==> src/rtl/leb128_pkg.sv <==
// Shared constants for the LEB128 immediate reader: trap codes (cpu numbering),
// FSM state encoding and per-width byte limits.
package leb128_pkg;

    localparam logic [3:0] TRAP_NONE     = 4'd0;
    localparam logic [3:0] TRAP_MEM      = 4'd1;
    localparam logic [3:0] TRAP_OVERLONG = 4'd2;
    localparam logic [3:0] TRAP_BITS     = 4'd3;

    localparam logic [3:0] L32 = 4'd5;
    localparam logic [3:0] L64 = 4'd10;

    typedef enum logic [1:0] {
        ST_IDLE,
        ST_FETCH,
        ST_STREAM
    } state_e;

    // Index of the last byte an encoding may occupy for the selected width.
    function automatic logic [3:0] last_index(input logic is64);
        return is64 ? (L64 - 4'd1) : (L32 - 4'd1);
    endfunction

endpackage

==> src/rtl/leb128_accum.sv <==
// Combinational per-byte step: merges one 7-bit group into the accumulator,
// produces the width-extended result and validates the unused bits of a final byte.
module leb128_accum
    import leb128_pkg::*;
(
    input  logic [63:0] acc_i,
    input  logic [7:0]  data_i,
    input  logic [3:0]  idx_i,
    input  logic        is_signed_i,
    input  logic        is64_i,
    output logic [63:0] acc_o,
    output logic [63:0] value_o,
    output logic        last_o,
    output logic        bits_ok_o
);

    logic [6:0]  shamt;
    logic [6:0]  pos_raw;
    logic [6:0]  msb;
    logic [6:0]  pos;
    logic [63:0] mask;
    logic        sign;

    assign shamt   = 7'(idx_i) * 7'd7;
    assign acc_o   = acc_i | ({57'd0, data_i[6:0]} << shamt);

    // Sign position is the top decoded bit, clamped to the operand MSB; a shift by 64
    // yields zero so the mask correctly becomes all ones for a full 64-bit operand.
    assign pos_raw = shamt + 7'd6;
    assign msb     = is64_i ? 7'd63 : 7'd31;
    assign pos     = (pos_raw > msb) ? msb : pos_raw;
    assign mask    = (64'd1 << (pos + 7'd1)) - 64'd1;
    assign sign    = acc_o[pos[5:0]];
    assign value_o = (is_signed_i && sign) ? (acc_o | ~mask) : (acc_o & mask);

    assign last_o  = (idx_i == last_index(is64_i));

    // NOTE: every always_comb output gets a default first so no latch can be inferred.
    always_comb begin
        bits_ok_o = 1'b1;
        if (last_o) begin
            unique case ({is64_i, is_signed_i})
                2'b00:   bits_ok_o = (data_i[6:4] == 3'b000);
                2'b01:   bits_ok_o = (data_i[6:3] == 4'h0) || (data_i[6:3] == 4'hF);
                2'b10:   bits_ok_o = (data_i[6:1] == 6'd0);
                default: bits_ok_o = (data_i[6:0] == 7'h00) || (data_i[6:0] == 7'h7F);
            endcase
        end
    end

endmodule

==> src/rtl/leb128_reader.sv <==
// Streaming LEB128 immediate reader: fetches one byte per cycle from a synchronous
// byte ROM and returns the decoded operand, its length and the following address.
module leb128_reader
    import leb128_pkg::*;
#(
    parameter int MEM_ADDR  = 4,
    parameter int MEM_EXTRA = 4
) (
    input  logic                       clk,
    input  logic                       reset,
    input  logic                       start,
    input  logic [MEM_ADDR:0]          addr_in,
    input  logic                       is_signed,
    input  logic                       is64,
    output logic                       busy,
    output logic                       done,
    output logic [63:0]                value,
    output logic [3:0]                 length,
    output logic [MEM_ADDR:0]          next_addr,
    output logic [3:0]                 trap,
    output logic [MEM_ADDR:0]          mem_addr,
    output logic [MEM_EXTRA-1:0]       mem_extra,
    input  logic [2**MEM_EXTRA*8-1:0]  mem_data,
    input  logic                       mem_error
);

    localparam int AW = MEM_ADDR + 1;

    state_e          state_q;
    logic [63:0]     acc_q;
    logic [3:0]      idx_q;
    logic            signed_q;
    logic            is64_q;
    logic [AW-1:0]   base_q;
    logic [AW-1:0]   mem_addr_q;
    logic            busy_q;
    logic            done_q;
    logic [3:0]      trap_q;
    logic [63:0]     value_q;
    logic [3:0]      length_q;
    logic [AW-1:0]   next_addr_q;

    logic [63:0]     acc_d;
    logic [63:0]     value_d;
    logic            last;
    logic            bits_ok;
    logic [3:0]      fault_code;
    logic [7:0]      cur_byte;

    // Only the low byte lane carries data; the rest of the bus is deliberately ignored.
    logic            unused_mem_bits;
    assign unused_mem_bits = ^mem_data;

    assign cur_byte = mem_data[7:0];

    leb128_accum u_accum (
        .acc_i       (acc_q),
        .data_i      (cur_byte),
        .idx_i       (idx_q),
        .is_signed_i (signed_q),
        .is64_i      (is64_q),
        .acc_o       (acc_d),
        .value_o     (value_d),
        .last_o      (last),
        .bits_ok_o   (bits_ok)
    );

    always_comb begin
        fault_code = TRAP_NONE;
        if (mem_error)
            fault_code = TRAP_MEM;
        else if (cur_byte[7] && last)
            fault_code = TRAP_OVERLONG;
        else if (!cur_byte[7] && last && !bits_ok)
            fault_code = TRAP_BITS;
    end

    // NOTE: sequential state uses non-blocking assignments only, so every register
    // samples pre-edge values regardless of statement order.
    always_ff @(posedge clk or negedge reset) begin
        if (!reset) begin
            state_q     <= ST_IDLE;
            acc_q       <= '0;
            idx_q       <= '0;
            signed_q    <= 1'b0;
            is64_q      <= 1'b0;
            base_q      <= '0;
            mem_addr_q  <= '0;
            busy_q      <= 1'b0;
            done_q      <= 1'b0;
            trap_q      <= TRAP_NONE;
            value_q     <= '0;
            length_q    <= '0;
            next_addr_q <= '0;
        end else begin
            done_q <= 1'b0;
            unique case (state_q)
                ST_IDLE: begin
                    if (start) begin
                        signed_q   <= is_signed;
                        is64_q     <= is64;
                        acc_q      <= '0;
                        idx_q      <= '0;
                        trap_q     <= TRAP_NONE;
                        base_q     <= addr_in;
                        mem_addr_q <= addr_in;
                        busy_q     <= 1'b1;
                        state_q    <= ST_FETCH;
                    end
                end
                ST_FETCH: begin
                    mem_addr_q <= mem_addr_q + AW'(1);
                    state_q    <= ST_STREAM;
                end
                ST_STREAM: begin
                    if (fault_code != TRAP_NONE) begin
                        trap_q  <= fault_code;
                        value_q <= '0;
                        busy_q  <= 1'b0;
                        state_q <= ST_IDLE;
                    end else if (!cur_byte[7]) begin
                        value_q     <= value_d;
                        length_q    <= idx_q + 4'd1;
                        next_addr_q <= base_q + AW'(idx_q) + AW'(1);
                        done_q      <= 1'b1;
                        busy_q      <= 1'b0;
                        state_q     <= ST_IDLE;
                    end else begin
                        acc_q <= acc_d;
                        idx_q <= idx_q + 4'd1;
                        // mem_addr already points at byte idx+1; stop at the limit byte.
                        if ((idx_q + 4'd1) < last_index(is64_q))
                            mem_addr_q <= mem_addr_q + AW'(1);
                    end
                end
                default: state_q <= ST_IDLE;
            endcase
        end
    end

    assign busy      = busy_q;
    assign done      = done_q;
    assign value     = value_q;
    assign length    = length_q;
    assign next_addr = next_addr_q;
    assign trap      = trap_q;
    assign mem_addr  = mem_addr_q;
    assign mem_extra = '0;

endmodule

==> config.mk <==
export PLATFORM = sky130hd
export DESIGN_NAME = leb128_reader
export DESIGN_NICKNAME = d
export VERILOG_FILES = /design/src/rtl/leb128_pkg.sv /design/src/rtl/leb128_accum.sv /design/src/rtl/leb128_reader.sv
export SDC_FILE = /design/constraint.sdc
export NUM_CORES = 1
export LEC_CHECK = 0
export BUFFER_PORTS_ARGS = -buffer_cell sky130_fd_sc_hd__buf_4
export CORE_UTILIZATION = 60
export DETAILED_ROUTE_END_ITERATION = 16
export GPL_TIMING_DRIVEN = 1
export PLACE_DENSITY = 0.84
export SYNTH_ARGS = -nofsm -noshare
export SYNTH_HDL_FRONTEND = slang
export SYNTH_SLANG_ARGS = --single-unit
==> constraint.sdc <==
create_clock -name clk -period 9.6 [get_ports clk]
set_input_delay 1.92 -clock clk [delete_from_list [all_inputs] [get_ports clk]]
set_output_delay 1.92 -clock clk [all_outputs]
set_load 0.05 [all_outputs]
==> reports/summary.txt <==
Status: complete, no violations
Final Cycle Share: 77.15%
H-tree depth: 4
Synthesized area per cell: 8.739 µm²
Clock slew at reported path FFs: 80 ps
Hold buffer count at CTS: 0
Num CTS Buffers: 17
Distinct cells, synth: 91
Setup TNS: 0 ps
Core area: 0.01730 mm²
Crit path to: value[58]
R2r setup slk: 2190 ps
M1 GR Usage: 57.04%
Antenna-violating nets left: 0
Die Height: 135.2 µm
Nets: 1,443
Register area share after synthesis: 37.38%
Top cells by area, synth: dfrtp_1 (37%), mux2i_1 (5.2%), nand2_1 (4.9%)
Setup Slack @ Placement: 2550 ps
CTS tree: built
Top cell type's share of synthesized area: 37.38%
Die ar.: 0.01828 mm²
Max-slew headroom: 26.28%
Routed Wire Length: 39.15 mm
WL/cell: 25.93 µm
Worst hold-check path type: reg -> reg
Vias post-DR: 10,793
Setup crit start: idx_q[2]
Post-Syn Area: 0.01064 mm²
Share of cells above drive strength 1: 15.33%
# setup viols final: 0
Peak Freq: 0.1350 GHz
Worst setup margin: 2194 ps
Drt pass-1 iters: 9
Final hold violation count: 0
GR Overflow Total: 0
Number of flops mapped to enable cells by yosys: 0
Worst R2R Path Depth: 20
Clock Skew: 11.73 ps
Fin crit period: 7406 ps
Max cap viols: 0
Flops & latches, synth: 159
Area grow syn2layout: 13.54%
Syn Inst Count: 1,218
Starting DRC count in detailed routing: 1,630
Tightest Pin Transition: 1090 ps
GPL Wtd Cong: 1.021
RSZ-0062 raised after global routing: no
Die W: 135.2 µm
Busiest layer in global routing: met2
WS Path Type: reg -> reg
Reg-to-Reg End: value[58]
Root Driver: clkbuf_16
CP startpoint kind: flip-flop
Pwr/cell area: 352.7 mW/mm²
Peak VDD IR: 283.4 µV
Critical Path RT: 9990 ps
Ys async rst share: 100.0%
Cell taking the most area after synthesis: dfrtp_1
Detail Placement HPWL: 28.05 mm
Fill cells: 1,365
Initial antenna violation count: 1
Final slew viol count: 0
Ys Warns: 0
CP endpoint kind: flip-flop
HP Start: acc_q[31]
Arr. time, crit path: 7790 ps
Commonest non-fill, non-tap cell in the layout: dfrtp_1
Number of global-route vias before repair: 10,064
GRT Total Usage: 43.86%
Clk_lat worst skew: 450 ps
DRC: 0
Starting Density: 61.54%
# IOs: 227
Grt met2 use: 68.03%
Cts repair resizes: 0
CTS Buffer Depth: 2
Vias per inst: 7.148
CP Max Fanout: 21
Reg-to-reg startpoint: idx_q[2]
Leak: 5.492 nW
Top FF cell, synth: dfrtp_1
Leading cell types in the layout, fill and taps excluded: dfrtp_1 (159), nand2_1 (139), buf_4 (126)
Total inserted antenna cells: 0
Largest net degree at the start of global routing: 85
Count of buffers from port buffering: 100
Post-CTS Setup Bufs: 0
Cell row count: 48
Grt met3 use: 12.31%
First-pass GRT wire length: 59.37 mm
Total power: 4.263 mW
# clock sinks: 159
[worst max-delay path: stages (launching register included)]
cell and delay [ps]:
dfrtp_1 330, buf_4 280, inv_1 210, fa_1 550
inv_1 60, ha_1 340, ha_1 300, and3_1 190
o21ai_1 430, and2_1 540, ha_1 280, nand4_1 210
o21ai_1 560, nand2_1 210, o21ai_0 610, o221ai_1 300
nor3_1 690, nand4_1 280, o32ai_1 530, mux2i_1 290
a22o_1 160
[power breakdown]
group	switching [mW]	internal, mW	total, mW
Clock	0.348	0.355	0.703
Sequential	0.134	0.849	0.983
Combinational	1.78	0.798	2.58
[metrics by stage]
step	std cells	instance area, µm²	utilization, %	hold slack (ps)
after global routing	1510	12090	69.87	505.3
after floorplan	1223	10660	-	440.6
after global placement	1478	11470	66.34	456.4
after CTS	1510	12090	69.87	475.4
after detailed placement	1478	11470	66.34	459.3
final	1510	12090	69.87	475.9
[cells in the mapped netlist (9+ instances only)]
master    instances
dfrtp_1         159
nand2_1         139
nor2_1          109
a21oi_1         100
clkbuf_1         70
o21ai_0          68
mux2i_1          55
a22o_1           46
a31oi_1          44
nor3_1           31
nand3_1          29
ha_1             28
inv_1            28
o31ai_1          28
xor2_1           15
o211ai_1         14
a211oi_1         13
buf_2            13
nand2b_1          9
xnor2_1           9
[cell families (layout without fill, tap and decap cells)]
kind of cell,count (synthesis),after routing,synth area share (%)
buf+inv,129,191,5.160
fa+ha+maj,32,32,4.044
simple gates,384,384,16.63
compound gates,417,417,27.08
flops,159,159,37.38
other cells,2,7,0.07056
xor+xnor,25,25,2.128
mux,70,70,7.500
[worst min-delay path by stage]
stage | to | slack [ps] | cells past startpoint
5_1_grt | acc_q[13] | 510 | 2
3_3_place_gp | acc_q[31] | 460 | 2
6_report | acc_q[31] | 480 | 2
4_1_cts | acc_q[31] | 480 | 2
2_1_floorplan | acc_q[31] | 440 | 2
3_5_place_dp | acc_q[31] | 460 | 2
[state kept, by name, indices dropped and copies added, names as in the netlist]
register / cells
is64_q: 1
acc_q: 64
base_q: 5
state_q: 2
busy: 1
value: 64
signed_q: 1
done: 1
mem_addr: 5
next_addr: 5
idx_q: 4
trap: 2
length: 4
[area by class of cell]
| type | count | area [µm²] | area share (%) |
|---|---|---|---|
| multi-input cells | 935 | 6137 | 50.78 |
| flip-flops and latches | 159 | 3979 | 32.92 |
| repair buffers | 127 | 957.2 | 7.920 |
| clock buffers | 17 | 425.4 | 3.520 |
| well taps | 225 | 281.5 | 2.329 |
| clock inverters | 15 | 185.2 | 1.532 |
| inverters | 32 | 120.1 | 0.9939 |
[per-layer routing]
metal	routed length [µm]	share of wire, %
met4	1843	4.7
met1	14780	38
met3	4986	13
met2	17530	45
met5	13	0.033
Note: power is estimated with default switching activity, not from simulation.
